<file path="src/rtl/control_unit_top.sv">
`default_nettype none
// ============================================================================
// Module      : control_unit_top
// Description : Decode-stage main decoder and branch resolver. Turns the opcode,
//               the R-type funct field and the upstream branch condition into
//               datapath control strobes with zero latency.
// Revision    : 1.0 - initial release
// ============================================================================
module control_unit_top (
    input  logic       clk,
    input  logic       rst,
    input  logic [5:0] op_code,
    input  logic [5:0] control_unit_funct,
    input  logic       eq_ne,
    output logic       reg_write,
    output logic       reg_dst,
    output logic       ALUSrc_A,
    output logic [3:0] ALU_Func,
    output logic       mem_write,
    output logic       mem_to_reg,
    output logic       se_ze,
    output logic [1:0] out_select,
    output logic       start_mult,
    output logic       mult_sign,
    output logic       output_branch,
    output logic [1:0] pc_source,
    output logic       mem_read
);

    localparam logic [5:0] c_OP_RTYPE = 6'b000000;
    localparam logic [5:0] c_OP_J     = 6'b000010;
    localparam logic [5:0] c_OP_BEQ   = 6'b000100;
    localparam logic [5:0] c_OP_BNE   = 6'b000101;
    localparam logic [5:0] c_OP_ADDI  = 6'b001000;
    localparam logic [5:0] c_OP_ADDIU = 6'b001001;
    localparam logic [5:0] c_OP_SLTI  = 6'b001010;
    localparam logic [5:0] c_OP_SLTIU = 6'b001011;
    localparam logic [5:0] c_OP_ANDI  = 6'b001100;
    localparam logic [5:0] c_OP_ORI   = 6'b001101;
    localparam logic [5:0] c_OP_XORI  = 6'b001110;
    localparam logic [5:0] c_OP_LUI   = 6'b001111;
    localparam logic [5:0] c_OP_LW    = 6'b100011;
    localparam logic [5:0] c_OP_SW    = 6'b101011;

    localparam logic [5:0] c_FN_ADD   = 6'b100000;
    localparam logic [5:0] c_FN_ADDU  = 6'b100001;
    localparam logic [5:0] c_FN_SUB   = 6'b100010;
    localparam logic [5:0] c_FN_SUBU  = 6'b100011;
    localparam logic [5:0] c_FN_AND   = 6'b100100;
    localparam logic [5:0] c_FN_OR    = 6'b100101;
    localparam logic [5:0] c_FN_XOR   = 6'b100110;
    localparam logic [5:0] c_FN_XNOR  = 6'b001100;
    localparam logic [5:0] c_FN_SLT   = 6'b101010;
    localparam logic [5:0] c_FN_SLTU  = 6'b101011;
    localparam logic [5:0] c_FN_MFHI  = 6'b010000;
    localparam logic [5:0] c_FN_MFLO  = 6'b010010;
    localparam logic [5:0] c_FN_MULT  = 6'b011000;
    localparam logic [5:0] c_FN_MULTU = 6'b011001;

    localparam logic [3:0] c_ALU_AND  = 4'b0000;
    localparam logic [3:0] c_ALU_OR   = 4'b0001;
    localparam logic [3:0] c_ALU_XOR  = 4'b0010;
    localparam logic [3:0] c_ALU_XNOR = 4'b0011;
    localparam logic [3:0] c_ALU_ADD  = 4'b0100;
    localparam logic [3:0] c_ALU_SUB  = 4'b1100;
    localparam logic [3:0] c_ALU_SLT  = 4'b1101;

    // Clock and reset exist only for pipeline port uniformity.
    logic w_unused_clk_rst;
    assign w_unused_clk_rst = clk ^ rst;

    always_comb begin
        reg_write     = 1'b0;
        reg_dst       = 1'b0;
        ALUSrc_A      = 1'b0;
        ALU_Func      = c_ALU_AND;
        mem_write     = 1'b0;
        mem_to_reg    = 1'b0;
        se_ze         = 1'b0;
        out_select    = 2'b00;
        start_mult    = 1'b0;
        mult_sign     = 1'b0;
        output_branch = 1'b0;
        pc_source     = 2'b00;
        mem_read      = 1'b1;

        case (op_code)
            c_OP_RTYPE: begin
                // funct 000000 and unknown functs fall through as NOP
                case (control_unit_funct)
                    c_FN_ADD, c_FN_ADDU: begin
                        reg_write = 1'b1; reg_dst = 1'b1; ALU_Func = c_ALU_ADD;
                    end
                    c_FN_SUB, c_FN_SUBU: begin
                        reg_write = 1'b1; reg_dst = 1'b1; ALU_Func = c_ALU_SUB;
                    end
                    c_FN_AND: begin
                        reg_write = 1'b1; reg_dst = 1'b1; ALU_Func = c_ALU_AND;
                    end
                    c_FN_OR: begin
                        reg_write = 1'b1; reg_dst = 1'b1; ALU_Func = c_ALU_OR;
                    end
                    c_FN_XOR: begin
                        reg_write = 1'b1; reg_dst = 1'b1; ALU_Func = c_ALU_XOR;
                    end
                    c_FN_XNOR: begin
                        reg_write = 1'b1; reg_dst = 1'b1; ALU_Func = c_ALU_XNOR;
                    end
                    c_FN_SLT, c_FN_SLTU: begin
                        reg_write = 1'b1; reg_dst = 1'b1; ALU_Func = c_ALU_SLT;
                    end
                    c_FN_MFHI, c_FN_MFLO: begin
                        reg_write = 1'b1; reg_dst = 1'b1; out_select = 2'b11;
                    end
                    c_FN_MULT, c_FN_MULTU: begin
                        reg_write  = 1'b1;
                        reg_dst    = 1'b1;
                        out_select = 2'b10;
                        start_mult = 1'b1;
                        mult_sign  = (control_unit_funct == c_FN_MULT);
                    end
                    default: ;
                endcase
            end
            c_OP_J: begin
                mem_to_reg = 1'b1;
                pc_source  = 2'b10;
            end
            c_OP_BEQ, c_OP_BNE: begin
                // Condition is resolved upstream for both branch flavours.
                mem_to_reg    = 1'b1;
                output_branch = eq_ne;
                pc_source     = eq_ne ? 2'b01 : 2'b00;
            end
            c_OP_ADDI, c_OP_ADDIU, c_OP_LW: begin
                reg_write = 1'b1; ALUSrc_A = 1'b1; ALU_Func = c_ALU_ADD; se_ze = 1'b1;
            end
            c_OP_SLTI, c_OP_SLTIU: begin
                reg_write = 1'b1; ALUSrc_A = 1'b1; ALU_Func = c_ALU_SLT; se_ze = 1'b1;
            end
            c_OP_ANDI: begin
                reg_write = 1'b1; ALUSrc_A = 1'b1; ALU_Func = c_ALU_AND;
            end
            c_OP_ORI: begin
                reg_write = 1'b1; ALUSrc_A = 1'b1; ALU_Func = c_ALU_OR;
            end
            c_OP_XORI: begin
                reg_write = 1'b1; ALUSrc_A = 1'b1; ALU_Func = c_ALU_XOR;
            end
            c_OP_LUI: begin
                reg_write = 1'b1; ALUSrc_A = 1'b1; out_select = 2'b01;
            end
            c_OP_SW: begin
                ALUSrc_A = 1'b1; ALU_Func = c_ALU_ADD; mem_write = 1'b1; se_ze = 1'b1;
            end
            default: ;
        endcase
    end

endmodule
`default_nettype wire

</file>
<file path="config.mk">
export PLATFORM = sky130hd
export DESIGN_NAME = control_unit_top
export DESIGN_NICKNAME = d
export VERILOG_FILES = /design/src/rtl/control_unit_top.sv
export SDC_FILE = /design/constraint.sdc
export NUM_CORES = 1
export LEC_CHECK = 0
export ABC_CLOCK_PERIOD_IN_PS = 1700
export CAP_MARGIN = 0
export CORE_AREA = 8 8 45 47
export DETAILED_ROUTE_END_ITERATION = 8
export DIE_AREA = 0 0 53 55
export GPL_ROUTABILITY_DRIVEN = 0
export PLACE_DENSITY = 0.78
export SYNTH_ARGS = -nofsm -noshare
export SYNTH_HDL_FRONTEND = slang
export SYNTH_SLANG_ARGS = --single-unit
export TNS_END_PERCENT = 10
</file>
<file path="constraint.sdc">
create_clock -name vclk -period 1.7
set_input_delay 0.17 -clock vclk [all_inputs]
set_output_delay 0.17 -clock vclk [all_outputs]
set_load 0.02 [all_outputs]
</file>
Word-level counts from Yosys, hierarchy flattened
Index checks and enable logic that the tools add are counted.
- bits in registers: 0
- input port bits: 15
- output and inout bits: 18
- logic and storage cells: 59
- equal/unequal tests: 27
- multiplexer cells: 18
- reductions and logical operators: 14
- operators with widths (kind ; number):
    equality test 6 bit (second input constant) ; 11
    equality test 6 x 4 -> 1 bit (second input constant) ; 9
    equality test 6 x 5 -> 1 bit (second input constant) ; 4
    case mux 4 bit (6 select lines) ; 1
    case mux 4 bit (5 select lines) ; 1
    OR reduction 14 bit ; 1
    OR reduction 2 bit ; 7
    equality test 6 x 3 -> 1 bit (second input constant) ; 2
    two-way mux 1 bit ; 12
    case mux 2 bit (2 select lines) ; 3
    OR reduction 10 bit ; 1
    OR reduction 9 bit ; 1
    equality test 6 x 2 -> 1 bit (second input constant) ; 1
    logical NOT 6 bit ; 1
    OR reduction 6 bit ; 1
    OR reduction 4 bit ; 1
    OR reduction 3 bit ; 1
    case mux 1 bit (2 select lines) ; 1

Longest topological paths before layout
- word-level depth: 4
- gate-level depth with buffers: 5
- depth with buffers taken out: 4

Least setup slack after synthesis
Ideal clock, no wire load.
- path type: input to output
- from: input port op_code[3]
- to: output port ALU_Func[1]
- arrival: 1.785 ns
- required time: 1.530 ns
- slack: -0.255 ns
- cell stages on the path: 4
- buffers on the path: 0
- path through: or3_4 > or4_4 > nand2b_1 > o32ai_1
- longest elaborated chain between the ends: 3
- elaborated cells on any way between the ends: 12
- those cells by class: eq/ne (8); mux (1); reduce/logical (3)
- RTL lines (element ; RTL line ; source):
    start: declaration ; 12 ; input logic [5:0] op_code,
    equality test 6 bit / equality test 6 x 4 -> 1 bit (equally long branches) ; 87 ; case (op_code)
    OR reduction 4 bit (no source line) / OR reduction 2 bit (equally long branches) ; -- ;
    case mux 4 bit (5 select lines) * ; 87 ;
    end: declaration ; 18 ; output logic [3:0] ALU_Func,
Mark *: on every way between the ends. The rest lies on a longest branch, timed or not.

Worst setup path in the final report
- from: input port op_code[4]
- to: output port out_select[0]
- longest elaborated chain between the ends: 2
- elaborated cells on any way between the ends: 3
- those cells by class: eq/ne (1); mux (1); reduce/logical (1)
- RTL lines (element ; RTL line ; source):
    equality test 6 x 4 -> 1 bit / logical NOT 6 bit (equally long branches) ; 87 ;
    case mux 2 bit (2 select lines) * ; 87 ;
    end: declaration ; 22 ; output logic [1:0] out_select,
Marks and branches as above.

==> results.yml <==
synth:
  syn_nets: 74
  synth-xor-area-share: 0
  syn_area_sq_um: 394
  synth_compound_gate_area_share: 0.327
  synth_adder_area_share: 0
  post_synth_inst_count: 59
  dominant_combinational_cell_family_by_area_after_synthesis: "simple AND/OR/NAND/NOR gates"
  post_synth_num_cell_types: 35
  yosys.area_share.simple: 0.549
  synth-seq-area-share: 0
  synth_mux_area_frac: 0.0286
  synth.yosys.warnings: 0
  mean_instance_size_in_the_synthesized_netlist_sq_um: 6.68
final_layout:
  design.seq.count: 0
  antenna_cells: 0
  area_growth_pct: 136
  clock_buffers: 0
  n_fill_cell: 129
  design.final.nets: 127
  post_route_cells_drive_above_1_share: 0.600
  sequential_cell_area_sq_um: 0
  finish.instance_area_sq_um: 931
  fin_cells: 126
  multiInputGateArea_sq_um: 440
  finish.utilization: 0.673
sta:
  final_min_period_over_clock_period: 1.20
  timing.fmax_mhz: 489
  final-max-slew-violation-count: 0
  final_layout_setup_total_negative_slack_ns: -2.14
  period_needed_ns: 2.05
  rsz0062_at_grt: "true"
  report.final.hold_viol_count: 0
  post-route-worst-setup-slack_ns: -0.347
  finalSetupViolations: 10
worst_hold_path:
  hold_path_startpoint: "op_code[4]"
  hold_class: "input port to primary output"
  holdPathEnd: "mem_write"
  hold-path-cell-count: 4
global_routing:
  grt_first_pass_wirelength_um: 2820
  grt.total_usage: 0.122
  grt_antenna_before_repair: 0
  first_global_vias: 652
  largest_net_degree_at_the_start_of_global_routing: 8
  grt_remaining_overflow: 0
critical_path:
  crit_type: "input port to primary output"
  critical_path_peak_fanout: 4
  cp.depth: 6
  arrival_ns: 1.88
  end_kind: "primary output"
  setup.worst_path.start_class: "input port"
  worstPathCellList: "buf_6 -> or3_4 -> or4_4 -> or3_4 -> o22ai_4 -> buf_6"
  critical_path_top_delay_cell: "sky130_fd_sc_hd__or4_4"
  critical_path_required_ns: 1.53
  timing.critical_path.slowest_cell_delay_ns: 0.51
  path_delay_family: "simple AND/OR/NAND/NOR gates"
  crit_start: "op_code[4]"
  worst-path-buf-inv: 2
drt:
  wl_per_cell_um: 14.7
  detailroute.via_count: 660
  drt_iter0_drc: 2
  vias_per_inst: 5.24
  wirelength_um: 1860
  drt-pass1-iter-count: 3
  drt_drc_violations_left: 0
  postRouteAntennaNets: 0
die:
  design.die.area_sq_um: 2920
  rows: 14
  design.core.area_sq_um: 1380
  die_height_um: 55
  floorplan.initialDensity: 0.285
  die_x_um: 53
  io_pins: 33
placed_design:
  placement_setup_slack_ns: -1.11
  placement.io_buffers: 30
  dpl-instance-area_sq_um: 896
  numPlacedInstances: 126
  hpwl_um: 1480
power_and_ir_drop:
  pwr_density_cell_nw_per_um2: 193
  power_leakage_nw: 0.419
  vdd_drop_max_mv: 0.109
job:
  max_cap_violations: 0
run_status:
  run_status: "finished with violations"
  failing_checks: "negative setup slack"
clocking:
  cts_hold_buffers: 0
-- cells by family (layout without fill, tap and decap cells) --
kind of cell	after synthesis	after routing
and+or+nand+nor	34	34
buffers and inverters	7	58
muxes	1	1
AOI/OAI and AO/OA	16	16
other	1	1
-- power by group --
part / total (mW) / leakage (nW) / switching (mW) / internal, mW
sequential: 0 / 0 / 0 / 0
combinational: 0.179 / 0.419 / 0.0810 / 0.0984
clock: 0 / 0 / 0 / 0
total: 0.179 / 0.419 / 0.0810 / 0.0984
-- layout by cell type, fill, tap and decap left out, types with 2 or more instances in the layout --
master                            netlist  layout
sky130_fd_sc_hd__a211oi_2               0       2
sky130_fd_sc_hd__buf_2                  0       3
sky130_fd_sc_hd__buf_4                  2      31
sky130_fd_sc_hd__buf_6                  0       8
sky130_fd_sc_hd__clkdlybuf4s50_1        0       8
sky130_fd_sc_hd__inv_1                  4       4
sky130_fd_sc_hd__nand2_1                4       4
sky130_fd_sc_hd__nand2b_1               3       3
sky130_fd_sc_hd__nor2_1                 8       5
sky130_fd_sc_hd__nor2_2                 0       3
sky130_fd_sc_hd__nor2b_2                0       2
sky130_fd_sc_hd__or3_4                  2       2
-- cells in the mapped netlist (all sizes together) --
| master | number | area (sq um) |
|---|---|---|
| nor2 | 8 | 30.0 |
| inv | 4 | 15.0 |
| nand2 | 4 | 15.0 |
| a211oi | 3 | 22.5 |
| nand2b | 3 | 18.8 |
| a21oi | 2 | 10.0 |
| buf | 2 | 15.0 |
| nand3 | 2 | 10.0 |
| nor2b | 2 | 12.5 |
| nor4bb | 2 | 20.0 |
| o22ai | 2 | 18.8 |
| o32ai | 2 | 17.5 |
| or3 | 2 | 22.5 |
| a41o | 1 | 10.0 |
| a41oi | 1 | 8.76 |
| and2 | 1 | 6.26 |
| and2b | 1 | 7.51 |
| clkbuf | 1 | 3.75 |
| conb | 1 | 3.75 |
| mux2 | 1 | 11.3 |
| nand3b | 1 | 7.51 |
| nand4 | 1 | 6.26 |
| nor3 | 1 | 10.0 |
| nor3b | 1 | 7.51 |
| nor4b | 1 | 8.76 |
| o21a | 1 | 7.51 |
| o21ai | 1 | 5.00 |
| o221a | 1 | 11.3 |
| o22a | 1 | 8.76 |
| o31a | 1 | 8.76 |
| or2 | 1 | 6.26 |
| or2b | 1 | 7.51 |
| or3b | 1 | 8.76 |
| or4 | 1 | 11.3 |
-- through the flow --
| stage | hold slack (ns) | total power [mW] |
|---|---|---|
| after global routing | 0.757 | 0.193 |
| after floorplan | 0.376 | 0.0620 |
| final | 0.738 | 0.179 |
| after global placement | 1.37 | 0.165 |
| after detailed placement | 1.38 | 0.168 |
| after CTS | 0.740 | 0.168 |
-- worst max-delay path by stage --
| stage | end |
|---|---|
| floorplan | mult_sign |
| global placement | mult_sign |
| detailed placement | mult_sign |
| CTS | out_select[0] |
| global route | out_select[0] |
| finish | out_select[0] |
-- metal layers --
layer  wire (um)  track usage  part of all wire  vias to the layer above
li1            -            -                 -                      327
met1         689        0.119              0.37                      302
met2         939        0.234              0.51                       27
met3         181       0.0428             0.098                        4
met4          45       0.0345             0.024                        0
met5           0            0                 0                        -
-- timing repair --
item / CTS / global route
buffers inserted: 0 / 0
pin swaps: 9 / 1
resized for setup: 100 / 18
hold endpoints to repair: 0 / 0
setup endpoints to repair: 17 / 17
-- area by class of cell --
cell class,instances,share of cell area
well taps,16,0.0215
multi-input cells,52,0.473
inverters,4,0.0161
repair buffers,54,0.489
Note: power is estimated with default switching activity, not from simulation.
